File: src/rtl/level_code_buffer.sv
// level_code_buffer
// Captures the non-trailing-one non-zero coefficients of one block in scan
// order. Each level is converted to its CAVLC levelCode as it is written.
// After the block ends, the stored codes are drained over a valid/ready stream.
module level_code_buffer #(
    parameter int COEFF_W = 8,
    parameter int DEPTH   = 16,
    parameter int CNT_W   = $clog2(DEPTH + 1),
    parameter int LC_W    = COEFF_W + 1
) (
    input  logic                      clk,
    input  logic                      rst,
    input  logic                      h264_reset,
    input  logic                      cnt_rst,
    input  logic                      start_cnt_i,
    input  logic                      coeff_valid_i,
    input  logic signed [COEFF_W-1:0] coeff_i,
    input  logic [1:0]                trailing_ones_cnt,
    input  logic                      trailing_ones_stop_cnt,
    input  logic                      blk_done_i,
    output logic [LC_W-1:0]           level_code_o,
    output logic                      level_valid_o,
    output logic                      level_last_o,
    input  logic                      level_ready_i,
    output logic [CNT_W-1:0]          level_code_cnt,
    output logic                      done_o,
    output logic                      ovf_o,
    output logic                      err_o
);

    localparam int ADDR_W = (DEPTH > 1) ? $clog2(DEPTH) : 1;

    localparam logic [CNT_W-1:0]   CNT_ONE   = {{(CNT_W-1){1'b0}}, 1'b1};
    localparam logic [CNT_W-1:0]   CNT_ZERO  = {CNT_W{1'b0}};
    localparam logic [CNT_W-1:0]   CNT_FULL  = CNT_W'(DEPTH);
    localparam logic [COEFF_W-1:0] COEFF_ZERO = {COEFF_W{1'b0}};
    localparam logic [COEFF_W-1:0] COEFF_P1   = {{(COEFF_W-1){1'b0}}, 1'b1};
    localparam logic [COEFF_W-1:0] COEFF_M1   = {COEFF_W{1'b1}};
    localparam logic [LC_W-1:0]    LC_ONE    = {{(LC_W-1){1'b0}}, 1'b1};
    localparam logic [LC_W-1:0]    LC_TWO    = {{(LC_W-2){1'b0}}, 2'b10};
    localparam logic [LC_W-1:0]    LC_ZERO   = {LC_W{1'b0}};

    typedef enum logic [1:0] {
        ST_COLLECT = 2'd0,
        ST_DRAIN   = 2'd1,
        ST_DONE    = 2'd2
    } state_t;

    // levelCode = 2L-2 for positive L, 2|L|-1 for negative L (L != 0).
    // Negation is done one bit wider than the coefficient so that the most
    // negative value still has a representable magnitude.
    function automatic logic [LC_W-1:0] level_code_f(input logic [COEFF_W-1:0] lvl);
        logic [LC_W-1:0] ext;
        logic [LC_W-1:0] mag;
        logic            neg;
        neg = lvl[COEFF_W-1];
        ext = {{(LC_W-COEFF_W){lvl[COEFF_W-1]}}, lvl};
        if (neg) begin
            mag = ~ext + LC_ONE;
            return (mag << 1'b1) - LC_ONE;
        end else begin
            mag = ext;
            return (mag << 1'b1) - LC_TWO;
        end
    endfunction

    state_t             state_r;
    state_t             state_next_s;
    logic [CNT_W-1:0]   cnt_r;
    logic [CNT_W-1:0]   rd_ptr_r;
    logic [LC_W-1:0]    mem_r [DEPTH];
    logic               valid_r;
    logic               done_r;
    logic               ovf_r;
    logic               err_r;

    logic               clr_s;
    logic               wr_req_s;
    logic               full_s;
    logic               wr_take_s;
    logic               last_s;
    logic [LC_W-1:0]    raw_code_s;
    logic [LC_W-1:0]    wr_code_s;
    logic               err_set_s;
    logic               first_adj_s;
    logic               unit_s;

    // All three clears have identical effect, so they collapse into one term.
    assign clr_s     = rst | h264_reset | cnt_rst;
    assign wr_req_s  = (state_r == ST_COLLECT) & coeff_valid_i & start_cnt_i &
                       ((trailing_ones_cnt == 2'd3) | trailing_ones_stop_cnt) &
                       (coeff_i != COEFF_ZERO);
    assign full_s    = (cnt_r == CNT_FULL);
    assign wr_take_s = wr_req_s & ~full_s;
    assign last_s    = (rd_ptr_r == (cnt_r - CNT_ONE));

    // Convert the incoming level; first level of a block with <3 trailing
    // ones is lowered by 2 unless that would underflow (|L|==1).
    always_comb begin
        raw_code_s  = level_code_f(coeff_i);
        wr_code_s   = raw_code_s;
        err_set_s   = 1'b0;
        first_adj_s = (cnt_r == CNT_ZERO) && (trailing_ones_cnt != 2'd3);
        unit_s      = (coeff_i == COEFF_P1) || (coeff_i == COEFF_M1);
        if (first_adj_s && unit_s) begin
            err_set_s = wr_take_s;
        end else if (first_adj_s) begin
            wr_code_s = raw_code_s - LC_TWO;
        end else begin
            wr_code_s = raw_code_s;
        end
    end

    // Next-state selection for the collect/drain/done sequence.
    always_comb begin
        state_next_s = state_r;
        case (state_r)
            ST_COLLECT: begin
                if (blk_done_i) begin
                    // a write in the same cycle counts toward the block
                    state_next_s = ((cnt_r != CNT_ZERO) || wr_take_s) ? ST_DRAIN : ST_DONE;
                end else begin
                    state_next_s = ST_COLLECT;
                end
            end
            ST_DRAIN: begin
                if (level_ready_i && last_s) begin
                    state_next_s = ST_DONE;
                end else begin
                    state_next_s = ST_DRAIN;
                end
            end
            ST_DONE: begin
                state_next_s = ST_COLLECT;
            end
            default: begin
                state_next_s = ST_COLLECT;
            end
        endcase
    end

    // State, storage, pointers and sticky flags.
    always_ff @(posedge clk) begin
        if (clr_s) begin
            state_r  <= ST_COLLECT;
            cnt_r    <= CNT_ZERO;
            rd_ptr_r <= CNT_ZERO;
            valid_r  <= 1'b0;
            done_r   <= 1'b0;
            ovf_r    <= 1'b0;
            err_r    <= 1'b0;
            for (int i = 0; i < DEPTH; i++) begin
                mem_r[i] <= LC_ZERO;
            end
        end else begin
            state_r <= state_next_s;
            valid_r <= (state_next_s == ST_DRAIN);
            done_r  <= (state_next_s == ST_DONE);
            if (wr_take_s) begin
                mem_r[cnt_r[ADDR_W-1:0]] <= wr_code_s;
                cnt_r                    <= cnt_r + CNT_ONE;
            end
            if (wr_req_s && full_s) begin
                ovf_r <= 1'b1;
            end
            if (err_set_s) begin
                err_r <= 1'b1;
            end
            case (state_r)
                ST_COLLECT: begin
                    if (blk_done_i) begin
                        rd_ptr_r <= CNT_ZERO;
                    end
                end
                ST_DRAIN: begin
                    if (level_ready_i && !last_s) begin
                        rd_ptr_r <= rd_ptr_r + CNT_ONE;
                    end
                end
                ST_DONE: begin
                    cnt_r    <= CNT_ZERO;
                    rd_ptr_r <= CNT_ZERO;
                end
                default: begin
                    rd_ptr_r <= CNT_ZERO;
                end
            endcase
        end
    end

    assign level_valid_o  = valid_r;
    assign level_code_o   = valid_r ? mem_r[rd_ptr_r[ADDR_W-1:0]] : LC_ZERO;
    assign level_last_o   = valid_r & last_s;
    assign level_code_cnt = cnt_r;
    assign done_o         = done_r;
    assign ovf_o          = ovf_r;
    assign err_o          = err_r;

endmodule

File: config.mk
export PLATFORM = sky130hd
export DESIGN_NAME = level_code_buffer
export DESIGN_NICKNAME = d
export VERILOG_FILES = /design/src/rtl/level_code_buffer.sv
export SDC_FILE = /design/constraint.sdc
export NUM_CORES = 1
export LEC_CHECK = 0
export ABC_AREA = 1
export BUFFER_PORTS_ARGS = -buffer_cell sky130_fd_sc_hd__buf_2
export CORE_ASPECT_RATIO = 1.25
export CORE_MARGIN = 4
export CORE_UTILIZATION = 55
export CTS_CLUSTER_SIZE = 24
export DETAILED_ROUTE_END_ITERATION = 6
export PLACE_DENSITY_LB_ADDON = 0.2
export SLEW_MARGIN = 20
export SYNTH_ARGS = -nofsm -noshare
export SYNTH_HDL_FRONTEND = slang
export SYNTH_SLANG_ARGS = --single-unit
File: constraint.sdc
create_clock -name clk -period 3.1 [get_ports clk]
set_clock_uncertainty 0.15 [all_clocks]
set_input_delay 0.775 -clock clk [delete_from_list [all_inputs] [get_ports clk]]
set_output_delay 0.775 -clock clk [all_outputs]
set_load 0.02 [all_outputs]
==> impl_table.tex <==
\begin{tabular}{lr}
\hline
Metric & Value \\
\hline
\multicolumn{2}{l}{\textbf{Synthesis}} \\
Area share of the largest cell type after synthesis & 52.03\% \\
Proportion of register bits with asynchronous set or reset after synthesis & 0\% \\
Number of nets in the synthesized netlist & 902 \\
Count of mapped cells out of synthesis & 873 \\
Synth Flop Type & edfxtp\_1 \\
Count of unique library cells instantiated by Yosys & 38 \\
Leading cell types by total area after synthesis & edfxtp\_1, nor2\_1, o21ai\_0 \\
Synthesized area per cell & 9.519 um2 \\
Yosys warning count & 0 \\
Post-synth top area cell & edfxtp\_1 \\
Dominant cell by count in the synthesized netlist & nor2\_1 \\
EDFF count, synth & 144 \\
Synthesized area & 0.008310 mm2 \\
Number of storage elements in the synthesis netlist & 164 \\
Commonest cells in the synthesized netlist & nor2\_1, edfxtp\_1, nand2\_1 \\
Sequential area share after synthesis & 56.85\% \\
\multicolumn{2}{l}{\textbf{Place}} \\
DP Area & 0.008860 mm2 \\
DPL Wire Length & 14850 um \\
Port Buffers & 37 \\
Final Wtd Congestion & 0.8763 \\
\multicolumn{2}{l}{\textbf{CTS}} \\
Num Clock Sinks & 164 \\
CTS tree & yes \\
Total CTS buffers & 17 \\
Cell at the root of the clock tree & clkbuf\_16 \\
Clock transition time at the flip-flop clock pins of the worst setup and hold paths & 0.06 ns \\
Clock Tree Buf Depth & 2 \\
Worst-Skew Late Latency & 0.43 ns \\
H-tree levels & 4 \\
\multicolumn{2}{l}{\textbf{GRT}} \\
Pin count of the biggest net entering global routing & 39 \\
Total gr overflow & 0 \\
GR Util All Layers & 25.48\% \\
Initial antenna violation count & 0 \\
First-pass GRT wire length & 34010 um \\
Vias in the first global route & 6596 \\
\multicolumn{2}{l}{\textbf{Detailed routing}} \\
Remaining antenna violation count & 0 \\
Vias/cell & 5.847 \\
Violation count after the first detailed-routing iteration & 697 \\
DR vias & 6555 \\
Iteration count of the initial detailed-routing pass & 5 \\
Routed wire length per instance & 19.31 um \\
Final wirelength & 21650 um \\
Remaining DRCs & 0 \\
\multicolumn{2}{l}{\textbf{Floorplanning}} \\
I/O pins & 38 \\
Overall die height & 145.4 um \\
Width of the chip & 117.9 um \\
Core box area & 0.01459 mm2 \\
Area of the die & 0.01715 mm2 \\
Initial Util & 56.95\% \\
Placement Rows & 49 \\
\multicolumn{2}{l}{\textbf{STA}} \\
Final Slew Violations & 0 \\
Maximum clock rate & 327.0 MHz \\
Slew at the pin closest to its max-slew limit & 0.7065 ns \\
Max-Slew Margin vs Limit & 52.86\% \\
Finish-stage setup viols & 0 \\
Period Utilization, post-route & 98.64\% \\
Hold violation count in the final report & 0 \\
Final Critical Period & 3.058 ns \\
Summed negative setup slack over all endpoints & 0 ns \\
RSZ-0062 raised after global routing & yes \\
\multicolumn{2}{l}{\textbf{Critical path}} \\
Largest fanout of any net on the critical path & 36 \\
CP Launch Type & flop \\
Startpoint-to-endpoint class of the critical path & reg2out \\
Family with the most delay on the worst path & buffers and inverters \\
Number of buffers and inverters on the critical path & 3 \\
Delay contributed by the slowest stage of the critical path & 0.40 ns \\
Data arrival time of the critical path & 2.13 ns \\
Endpoint kind of the worst setup timing path & primary output \\
Required time of the critical path & 2.17 ns \\
Slowest-stage cell, CP & dfxtp\_4 \\
CP Cell Sequence & inv\_2 > bufbuf\_16 > nor2\_1 > o221ai\_1 > o211ai\_1 > a21oi\_1 > buf\_2 \\
\multicolumn{2}{l}{\textbf{Hold path}} \\
Hold WC Path Type & reg2reg \\
\multicolumn{2}{l}{\textbf{Layout}} \\
Share of layout cells above drive strength 1 & 20.36\% \\
Number of nets in the final layout & 959 \\
Count of filler cells inserted in the layout & 1164 \\
Post-route standard cell area excluding fillers & 0.009535 mm2 \\
Reg area & 0.004736 mm2 \\
Diodes inserted & 0 \\
Area of the multi-input gates & 0.003109 mm2 \\
Area growth, synth to finish & 14.74\% \\
\multicolumn{2}{l}{\textbf{Flow run}} \\
Max-cap check violation count & 0 \\
\multicolumn{2}{l}{\textbf{Status}} \\
Status & finished, final reports clean \\
\multicolumn{2}{l}{\textbf{Power}} \\
Reported leakage power & 3.979 nW \\
Worst voltage drop across the vdd grid & 0.3081 mV \\
Power per standard cell area & 511.7 mW/mm2 \\
\hline
\end{tabular}
-- per-layer routing --
metal,vias to the layer above,global-route usage (%),wire [um]
met5,-,0,0
met4,0,10.62,707
met3,53,6.104,1538
met2,295,43.71,11130
met1,3118,30.84,8274
li1,3089,-,-
-- power breakdown --
| group | total, W | switching (W) | internal, W |
|---|---|---|---|
| Combinational | 0.000362 | 0.000262 | 0.0000996 |
| Sequential | 0.00247 | 0.0000226 | 0.00245 |
| Clock | 0.00204 | 0.000829 | 0.00121 |
-- final cells by class --
cell class / count / area share (%)
Sequential cell: 164 / 49.67
Multi-Input combinational cell: 590 / 32.61
Timing Repair Buffer: 81 / 6.338
Clock buffer: 26 / 5.708
Inverter: 76 / 2.992
Tap cell: 178 / 2.336
Clock inverter: 6 / 0.3543
-- layout by cell type (no fill, tap or decap), types with 11 or more instances in the layout --
cell type	synthesis	layout
nor2_1	214	214
edfxtp_1	144	144
nand2_1	91	91
o21ai_0	81	80
inv_1	53	53
buf_4	4	38
buf_2	5	36
nand3_1	35	35
a21oi_1	33	32
o221ai_1	27	23
clkbuf_16	0	21
inv_2	18	18
dfxtp_1	20	17
nor2_4	16	16
nand2_2	13	13
a21oi_2	10	11
-- repair_timing --
item	CTS	global route
setup buffers	0	0
hold buffers	0	0
setup endpoints to repair	9	10
gates cloned	1	0
endpoints found under the hold margin	0	0
pin swaps	0	3
resized for setup	3	14
-- cell families (layout without fill, tap and decap cells) --
| family | count (synthesis) | count (layout) | share of synthesized area, % |
|---|---|---|---|
| simple gates | 392 | 392 | 21.11 |
| buf+inv | 119 | 189 | 6.233 |
| xor+xnor | 15 | 15 | 1.762 |
| flops | 164 | 164 | 56.85 |
| compound gates | 173 | 173 | 12.54 |
| fa+ha+maj | 10 | 10 | 1.506 |
-- worst reg2reg max path, cell delays in order, from the launching register on --
cell	delay [ns]
dfxtp_4	0.37
inv_1	0.14
ha_1	0.25
nand3_1	0.18
nor2_2	0.17
nand3_2	0.15
inv_1	0.14
nand2_2	0.07
xor2_2	0.56
nand2_1	0.13
inv_1	0.08
-- sequential cells by signal, summed over array words and instances (netlist names), named ones only --
signal and count:
done_o 1, err_o 1, level_code_cnt 5, level_valid_o 1, mem_r 144, ovf_o 1
rd_ptr_r 5, state_r 2
-- worst paths after layout --
check	cells past startpoint	end	slack [ns]	from
setup / recovery	7	level_code_o[0]	0.04	flop
hold / removal	2	ovf_o	0.32	ovf_o
setup reg to reg	10	mem_r[8][3]	0.58	level_code_cnt[1]
hold reg to reg	2	ovf_o	0.32	ovf_o
-- metrics by stage --
stage / power (W) / hold WS (ns) / util, % / worst slack (ns) / cells
2_1_floorplan: 0.002740 / 0.3497 / - / 0.1534 / 873
3_3_place_gp: 0.002869 / 0.2996 / 60.72 / 0.1720 / 1088
3_5_place_dp: 0.002878 / 0.3118 / 60.72 / 0.09415 / 1088
4_1_cts: 0.004885 / 0.3309 / 64.96 / 0.001363 / 1121
5_1_grt: 0.005010 / 0.3525 / 65.35 / -0.04043 / 1121
6_report: 0.004879 / 0.3234 / 65.35 / 0.04220 / 1121
Power figures use the tool's default switching activity.
